<file path="config.mk">
export PLATFORM = sky130hd
export DESIGN_NAME = alu_exec_ctrl
export DESIGN_NICKNAME = d
export VERILOG_FILES = /design/src/rtl/alu_pkg.sv /design/src/rtl/alu_regfile.sv /design/src/rtl/alu_exec_ctrl.sv
export SDC_FILE = /design/constraint.sdc
export NUM_CORES = 1
export LEC_CHECK = 0
export CORE_UTILIZATION = 30
export CTS_CLUSTER_DIAMETER = 200
export DETAILED_ROUTE_END_ITERATION = 8
export MAX_ROUTING_LAYER = met4
export PLACE_DENSITY = 0.6
export SETUP_SLACK_MARGIN = 0.5
export SLEW_MARGIN = 20
export SYNTH_ARGS = -nofsm -noshare
export SYNTH_HDL_FRONTEND = slang
export SYNTH_SLANG_ARGS = --single-unit
</file>
<file path="constraint.sdc">
create_clock -name CLK -period 1.3 [get_ports CLK]
set_input_delay 0.195 -clock CLK [delete_from_list [all_inputs] [get_ports CLK]]
set_output_delay 0.195 -clock CLK [all_outputs]
set_load 0.01 [all_outputs]
</file>
<file path="src/rtl/alu_pkg.sv">
// Shared definitions for the ALU execute-stage controller.
// Optional feature macro: MULTI_SHIFT_EN (multi-iteration shifts, 1-4 per instruction).
package alu_pkg;

  // ALU select codes; the encoding is what the downstream ALU decodes
  typedef enum logic [1:0] {
    OP_SHL = 2'b00,
    OP_SHR = 2'b01,
    OP_ADD = 2'b10,
    OP_SUB = 2'b11
  } op_e;

  typedef enum logic {
    IDLE = 1'b0,
    EXEC = 1'b1
  } state_e;

  // Bit positions inside the 4-bit FLAGS register
  localparam int FLAG_C = 3;
  localparam int FLAG_V = 2;
  localparam int FLAG_Z = 1;
  localparam int FLAG_N = 0;

  // Instruction field slices: [7:6] op, [5:4] rd, [3:2] rs1, [1:0] rs2/count-1
  localparam int OP_HI  = 7;
  localparam int OP_LO  = 6;
  localparam int RD_HI  = 5;
  localparam int RD_LO  = 4;
  localparam int RS1_HI = 3;
  localparam int RS1_LO = 2;
  localparam int RS2_HI = 1;
  localparam int RS2_LO = 0;

  function automatic logic is_shift(input logic [1:0] op);
    return (op == OP_SHL) || (op == OP_SHR);
  endfunction

endpackage

</file>
<file path="src/rtl/alu_regfile.sv">
// 4x8 register file: two operand reads, one host read, host write port and
// a writeback port that wins over the host on an address collision.
module alu_regfile
  import alu_pkg::*;
(
  input  logic       clk_i,
  input  logic       rst_i,
  input  logic       wr_en_i,
  input  logic [1:0] wr_addr_i,
  input  logic [7:0] wr_data_i,
  input  logic       wb_en_i,
  input  logic [1:0] wb_addr_i,
  input  logic [7:0] wb_data_i,
  input  logic [1:0] rs1_addr_i,
  input  logic [1:0] rs2_addr_i,
  input  logic [1:0] rd_addr_i,
  output logic [7:0] rs1_data_o,
  output logic [7:0] rs2_data_o,
  output logic [7:0] rd_data_o
);

  logic [3:0][7:0] regs_q;

  // Host write first, writeback second so the later NBA wins on collision
  always_ff @(posedge clk_i) begin
    if (rst_i) begin
      regs_q <= '0;
    end else begin
      if (wr_en_i) regs_q[wr_addr_i] <= wr_data_i;
      if (wb_en_i) regs_q[wb_addr_i] <= wb_data_i;
    end
  end

  assign rs1_data_o = regs_q[rs1_addr_i];
  assign rs2_data_o = regs_q[rs2_addr_i];
  assign rd_data_o  = regs_q[rd_addr_i];

endmodule

</file>
<file path="src/rtl/alu_exec_ctrl.sv">
// Execute-stage controller in front of a combinational 8-bit ALU.
// Accepts one instruction per handshake, holds operands for one EXEC cycle
// and writes the result and flags back on the following edge.
// Optional feature macro: MULTI_SHIFT_EN (shift count in INSTR[1:0] = count-1).
module alu_exec_ctrl
  import alu_pkg::*;
(
  input  logic       CLK,
  input  logic       RST,
  input  logic [7:0] INSTR,
  input  logic       INSTR_VALID,
  output logic       INSTR_READY,
  input  logic       WR_EN,
  input  logic [1:0] WR_ADDR,
  input  logic [7:0] WR_DATA,
  input  logic [1:0] RD_ADDR,
  output logic [7:0] RD_DATA,
  output logic [1:0] ALU_SELECT,
  output logic [7:0] ALU_A,
  output logic [7:0] ALU_B,
  input  logic [7:0] ALU_RESULT,
  input  logic       CARRY,
  input  logic       OVERFLOW,
  input  logic       ZERO,
  input  logic       NEGATIVE,
  output logic [3:0] FLAGS,
  output logic       DONE
);

  state_e      state_q;
  logic [1:0]  sel_q;
  logic [7:0]  opa_q, opb_q;
  logic [1:0]  rd_q;
  logic [3:0]  flags_q;
  logic        done_q;
  logic [7:0]  rs1_data, rs2_data;
  logic        accept, wb_en;

`ifdef MULTI_SHIFT_EN
  logic [1:0]  cnt_q;   // remaining extra shift iterations
  assign wb_en = (state_q == EXEC) && (cnt_q == 2'd0);
`else
  assign wb_en = (state_q == EXEC);
`endif

  assign INSTR_READY = (state_q == IDLE) & ~RST;
  assign accept      = INSTR_VALID & INSTR_READY;

  alu_regfile u_rf (
    .clk_i      (CLK),
    .rst_i      (RST),
    .wr_en_i    (WR_EN),
    .wr_addr_i  (WR_ADDR),
    .wr_data_i  (WR_DATA),
    .wb_en_i    (wb_en),
    .wb_addr_i  (rd_q),
    .wb_data_i  (ALU_RESULT),
    .rs1_addr_i (INSTR[RS1_HI:RS1_LO]),
    .rs2_addr_i (INSTR[RS2_HI:RS2_LO]),
    .rd_addr_i  (RD_ADDR),
    .rs1_data_o (rs1_data),
    .rs2_data_o (rs2_data),
    .rd_data_o  (RD_DATA)
  );

  // Accept/EXEC control; reset aborts an in-flight instruction with no side effects
  always_ff @(posedge CLK) begin
    if (RST) begin
      state_q <= IDLE;
      sel_q   <= OP_SHL;
      opa_q   <= '0;
      opb_q   <= '0;
      rd_q    <= '0;
      flags_q <= '0;
      done_q  <= 1'b0;
`ifdef MULTI_SHIFT_EN
      cnt_q   <= '0;
`endif
    end else begin
      done_q <= 1'b0;
      case (state_q)
        IDLE: begin
          if (accept) begin
            sel_q   <= INSTR[OP_HI:OP_LO];
            opa_q   <= rs1_data;
            opb_q   <= rs2_data;
            rd_q    <= INSTR[RD_HI:RD_LO];
`ifdef MULTI_SHIFT_EN
            cnt_q   <= is_shift(INSTR[OP_HI:OP_LO]) ? INSTR[RS2_HI:RS2_LO] : 2'd0;
`endif
            state_q <= EXEC;
          end
        end
        EXEC: begin
`ifdef MULTI_SHIFT_EN
          if (cnt_q != 2'd0) begin
            opa_q <= ALU_RESULT;
            cnt_q <= cnt_q - 2'd1;
          end else
`endif
          begin
            flags_q[FLAG_C] <= CARRY;
            flags_q[FLAG_V] <= OVERFLOW;
            flags_q[FLAG_Z] <= ZERO;
            flags_q[FLAG_N] <= NEGATIVE;
            done_q          <= 1'b1;
            state_q         <= IDLE;
          end
        end
        default: state_q <= IDLE;
      endcase
    end
  end

  assign ALU_SELECT = sel_q;
  assign ALU_A      = opa_q;
  assign ALU_B      = opb_q;
  assign FLAGS      = flags_q;
  assign DONE       = done_q;

endmodule
</file>
# Word-level counts from Yosys, hierarchy flattened
# Cells that the tools add are included.
# W data, S select, Z words.
[word_totals]
regBits = 58
latch_bits = 0
ramBits = 0
mem_bits_ro = 0
out_inout_bits = 32
memories = 0
[classes]
add_sub_neg = 0
multipliers = 0
div = 0
magnitude_cmp = 7
n_eq_ne = 0
shifts = 0
mux = 18
n_bitwise = 4
n_reduce_logical = 3
[op_table]
columns = ["op", "n"]
rows = [
  ["$mux W32", 3],
  ["$bwmux W32", 2],
  ["$bmux W8 S2", 3],
  ["$mux W8", 5],
  ["$demux W8 S2", 2],
  ["$lt A2 B3 Y1 const B", 5],
  ["$ge A2 B1 Y1 const B", 2],
  ["$and A1 B1 Y1", 2],
  ["$logic_and A1 B1 Y1", 2],
  ["$mux W1", 2],
  ["$not A1 Y1", 2],
  ["$pmux W1 S2", 1],
  ["$reduce_and A2 Y1", 1],
]

# Depth between registers and ports, before layout
[depth]
word_depth = 9
depth_mapped = 5

# Hierarchy
# A second synthesis with hierarchy kept.
[unflattened]
cells_unflattened = 292
area_unflattened_um2 = 3166.8
[modules_own_cells]
columns = ["mod", "n_inst", "cells_per_inst", "area_each_um2"]
rows = [
  ["alu_regfile", 1, 183, 2038.2],
  ["alu_exec_ctrl", 1, 109, 1128.6],
]

# Least setup slack after synthesis
# Ideal clock, no wire load.
[synth_timing]
path_type = "flip-flop to flip-flop"
start = "register state_q"
end = "register opb_q[7], in the netlist ALU_B[7]"
setup_time_ns = 0.138
arrival_ns = 1.133
t_required_ns = 1.162
slack_ns = 0.029
path_stages_with_launch = 6
synth_period_minus_slack_ns = 1.271
path_cell_list = "dfxtp_1 -> buf_6 -> or3b_4 -> buf_6 -> nand3b_1 -> o221ai_1"
[synth_via]
elab_chain_cells = 4
[synth_lines]
columns = ["item", "line", "source"]
rows = [
  ["from (decl)", "alu_exec_ctrl.sv:30", "state_e state_q;"],
  ["from (signal assigned)", "alu_exec_ctrl.sv:69", "state_q <= IDLE;"],
  ["from (signal assigned)", "alu_exec_ctrl.sv:91", "state_q <= EXEC;"],
  ["from (signal assigned)", "alu_exec_ctrl.sv:107", "state_q <= IDLE;"],
  ["$not A1 Y1 *", "n/a", ""],
  ["$and A1 B1 Y1", "alu_exec_ctrl.sv:46", "assign INSTR_READY = (state_q == IDLE) & ~RST;"],
  ["$and A1 B1 Y1", "alu_exec_ctrl.sv:47", "assign accept = INSTR_VALID & INSTR_READY;"],
  ["$reduce_and A2 Y1 (no line) *", "n/a", ""],
  ["to (signal assigned)", "alu_exec_ctrl.sv:86", "opb_q <= rs2_data;"],
  ["to (decl)", "alu_exec_ctrl.sv:32", "logic [7:0] opa_q, opb_q;"],
]
# Mark *: on every way between the ends. The rest lies on a longest branch, timed or not.
# A chain may end at the register's enable or synchronous reset.

# Final worst setup path
[layout_timing]
start = "register u_rf.regs_q[20] in the netlist's numbering"
end = "output RD_DATA[4]"
[layout_via]
elab_chain_cells = 2
[layout_lines]
columns = ["item", "line", "source"]
rows = [
  ["from (decl)", "alu_regfile.sv:22", "logic [3:0][7:0] regs_q;"],
  ["from (signal, indexed assignment)", "alu_regfile.sv:29", "if (wr_en_i) regs_q[wr_addr_i] <= wr_data_i;"],
  ["from (signal, indexed assignment)", "alu_regfile.sv:30", "if (wb_en_i) regs_q[wb_addr_i] <= wb_data_i;"],
  ["$bmux W8 S2", "alu_regfile.sv:36", "assign rd_data_o = regs_q[rd_addr_i];"],
  ["$mux W8 (implied by the code)", "alu_regfile.sv:36", ""],
  ["to (decl)", "alu_exec_ctrl.sv:17", "output logic [7:0] RD_DATA,"],
]
# No other way between the ends. The select of a mux whose other input is x is not followed.

==> results.py <==
metrics = {
    "grt": {
        "grt.met1_usage_pct": 26.8,
        "number_of_global_route_vias_before_repair": 2823,
        "initial_antenna_violation_count": 0,
        "grt_first_pass_wirelength_mm": 15.5,
        "total_routing_resource_utilization_after_global_routing_pct": 20.3,
        "gr-usage-met3_pct": 2.94,
        "grt_busiest_layer": "met2",
        "overflow": 0,
        "grt_use_met2_pct": 31.1,
        "largest_net_degree_at_the_start_of_global_routing": 42,
    },
    "timing": {
        "final_max_slew_viol_count": 0,
        "final.setup.worst_slack_ns": -0.190,
        "post-route-min-period_ns": 1.49,
        "worst_slew_margin_rel_pct": 59.8,
        "fin_worst_skew_ns": 0.00857,
        "grt_setup_unrepaired": "true",
        "setup_viol": 14,
        "timing.setup.tns_ns": -1.41,
        "period_share_pct": 115,
        "fmaxAchievable_mhz": 671,
        "hold_viol_final": 0,
        "worst_pin_slew_ns": 0.604,
        "whs_ns": 0.332,
    },
    "logic_synthesis": {
        "number_of_cells_produced_by_synthesis": 286,
        "ys_warn_count": 0,
        "synth.top_cells.by_count": "68 x sky130_fd_sc_hd__mux2i_1, 58 x sky130_fd_sc_hd__dfxtp_1, 36 x sky130_fd_sc_hd__nor2_1",
        "post_synth_top_area_cell": "sky130_fd_sc_hd__dfxtp_1",
        "async_reset_ff_share_pct": 0,
        "netlist-cell-type-count": 20,
        "synth_seq_area_share_pct": 38.5,
        "ys_seq_elements": 58,
        "synth_edf_count": 0,
        "yosysMostFrequentCell": "sky130_fd_sc_hd__mux2i_1",
        "postSynth.topFlopCell": "sky130_fd_sc_hd__dfxtp_1",
        "post_synth_instance_area_um2": 3020,
        "post_synth_main_area_contributors": "sky130_fd_sc_hd__dfxtp_1 38%, sky130_fd_sc_hd__mux2i_1 23%, sky130_fd_sc_hd__nand3b_1 6.5%",
        "mappedNetlistNets": 322,
        "syn_area_per_cell_um2": 10.6,
        "synth_top_cell_area_share_pct": 38.5,
    },
    "place": {
        "detailedPlacementHpwl_mm": 6.34,
        "post-place-cells": 518,
        "place_area_um2": 4350,
        "gp_routability_congestion": 0.856,
        "port_buffers": 67,
    },
    "power": {
        "power_per_cell_area_nw_per_um2": 889,
        "ir_drop_mv": 0.530,
        "power_leakage_nw": 2.23,
    },
    "status": {
        "status": "finished with violations",
        "violations": "negative setup slack",
    },
    "routing": {
        "drc": 0,
        "dr_total_vias": 2847,
        "number_of_drc_markers_after_the_initial_detailed_route_iteration": 185,
        "detail_route.wl_per_cell_um": 17.9,
        "drt-vias-per-instance": 5.10,
        "route.antenna.remaining_nets": 0,
        "routed_wl_mm": 10.0,
        "detailedRoute.firstPassIterationCount": 4,
    },
    "clock_network": {
        "cts_hold_repair.buffers": 0,
        "tritoncts": "done",
        "path_clk_slew_ns": 0.07,
        "clk_root_buffer_cell": "sky130_fd_sc_hd__clkbuf_8",
        "clockBufferDepth": 2,
        "clock_latency_ns": 0.33,
        "cts-buffers-inserted": 9,
        "cts_sinks": 58,
        "cts-htree-levels": 3,
    },
    "floorplan": {
        "io-pin-count": 68,
        "die_w_um": 102,
        "die_area_um2": 10500,
        "initial_core_util_pct": 30.9,
        "design.core.area_um2": 9770,
        "die_height_um": 102,
        "floorplan.rows": 36,
    },
    "worst_setup_path": {
        "worst_setup_path_start_kind": "register",
        "setup.worst_path.end_class": "output port",
        "critical_path_arrival_ns": 1.29,
        "crit_fanout": 2,
        "worst_ep_required_time_ns": 1.11,
        "crit_type": "register to output port",
    },
    "final_layout": {
        "final_core_util_pct": 54.3,
        "layout.cell_area.non_filler_um2": 5310,
        "post_route_cells_drive_above_1_share_pct": 60.7,
        "fin_cells": 558,
        "area_growth_pct": 76.0,
        "n_antenna_cell": 0,
        "nNetsFinal": 457,
    },
    "flow_run": {
        "max-cap-violations": 0,
    },
    "min_path": {
        "path_class_of_the_lowest_slack_min_delay_path": "input port to register",
    },
}
==> through the flow <==
stage          power, mW  setup slack [ns]
5_1_grt             4.89            -0.212
6_report            4.72            -0.190
3_5_place_dp        2.89            -0.787
4_1_cts             4.67            -0.200
3_3_place_gp        2.88            -0.759
2_1_floorplan       2.42            0.0509
==> placed cells by master, fill, tap and decap left out, types with 4 or more instances in the layout <==
master,instances
sky130_fd_sc_hd__or3b_4,6
sky130_fd_sc_hd__clkdlybuf4s50_1,28
sky130_fd_sc_hd__dlygate4sd2_1,6
sky130_fd_sc_hd__dfxtp_1,21
sky130_fd_sc_hd__nor2_1,4
sky130_fd_sc_hd__buf_12,12
sky130_fd_sc_hd__clkbuf_8,10
sky130_fd_sc_hd__mux4_2,8
sky130_fd_sc_hd__o221ai_1,4
sky130_fd_sc_hd__a211oi_2,29
sky130_fd_sc_hd__buf_6,46
sky130_fd_sc_hd__buf_4,47
sky130_fd_sc_hd__nor2_4,29
sky130_fd_sc_hd__nand2_1,4
sky130_fd_sc_hd__nand3b_1,26
sky130_fd_sc_hd__dfxtp_2,36
sky130_fd_sc_hd__o221ai_2,12
sky130_fd_sc_hd__nand3_2,5
sky130_fd_sc_hd__nor2_2,4
sky130_fd_sc_hd__mux2i_1,67
==> timing repair <==
| action | in CTS | in global routing |
|---|---|---|
| setup buffers | 12 | 7 |
| gates cloned | 5 | 1 |
| pin swaps | 23 | 23 |
| resized for setup | 289 | 25 |
| endpoints found under the setup margin | 89 | 89 |
==> report_power, final <==
part / total (mW) / switching [mW] / internal, mW / leakage (nW)
Clock: 1.64 / 0.720 / 0.923 / 0.0962
Combinational: 1.13 / 0.512 / 0.617 / 1.64
Sequential: 1.95 / 0.0635 / 1.88 / 0.490
Total: 4.72 / 1.30 / 3.42 / 2.23
==> logic make-up (layout without fill, tap and decap cells) <==
family / after synthesis / count (layout) / synth area share, %
flip-flops: 58 / 58 / 38.5
multiplexers: 76 / 76 / 28.5
AO/OA/AOI/OAI: 48 / 48 / 13.9
AND/OR/NAND/NOR: 79 / 82 / 14.3
buffers and inverters: 25 / 161 / 4.77
==> layer usage <==
metal | routed length [µm] | up-vias | share of wire (%)
met4 | 152 | 0 | 1.5
met5 | 0 | - | 0
met1 | 4580 | 1388 | 46
met3 | 431 | 15 | 4.3
li1 | - | 1371 | -
met2 | 4850 | 73 | 48
==> sequential cells by signal (all words and copies together) (netlist names) <==
register     count
FLAGS            4
ALU_SELECT       2
u_rf.regs_q     32
state_q          1
ALU_B            8
rd_q             2
ALU_A            8
DONE             1
==> worst paths after layout <==
path                        start              to  slack, ns  cells after the start
setup reg to reg          state_q  u_rf.regs_q[6]      -0.02                      4
setup / recovery  u_rf.regs_q[20]      RD_DATA[4]      -0.19                      2
hold reg to reg     ALU_SELECT[1]   ALU_SELECT[1]       0.48                      2
hold / removal                RST         state_q       0.33                      3
==> worst max-delay path, stage by stage, from the launching register on <==
cell and delay, ns:
sky130_fd_sc_hd__dfxtp_2 0.33, sky130_fd_sc_hd__mux4_2 0.49, sky130_fd_sc_hd__buf_6 0.14
==> layout make-up <==
class                   count  area [µm²]
well taps                 133         166
multi-input cells         206        2210
fillers                   837        4460
repair buffers            145        1540
flip-flops and latches     58        1210
clock buffers              12         145
clock inverters             3        40.0
inverters                   1        3.75
(Power assumes the default switching activity.)
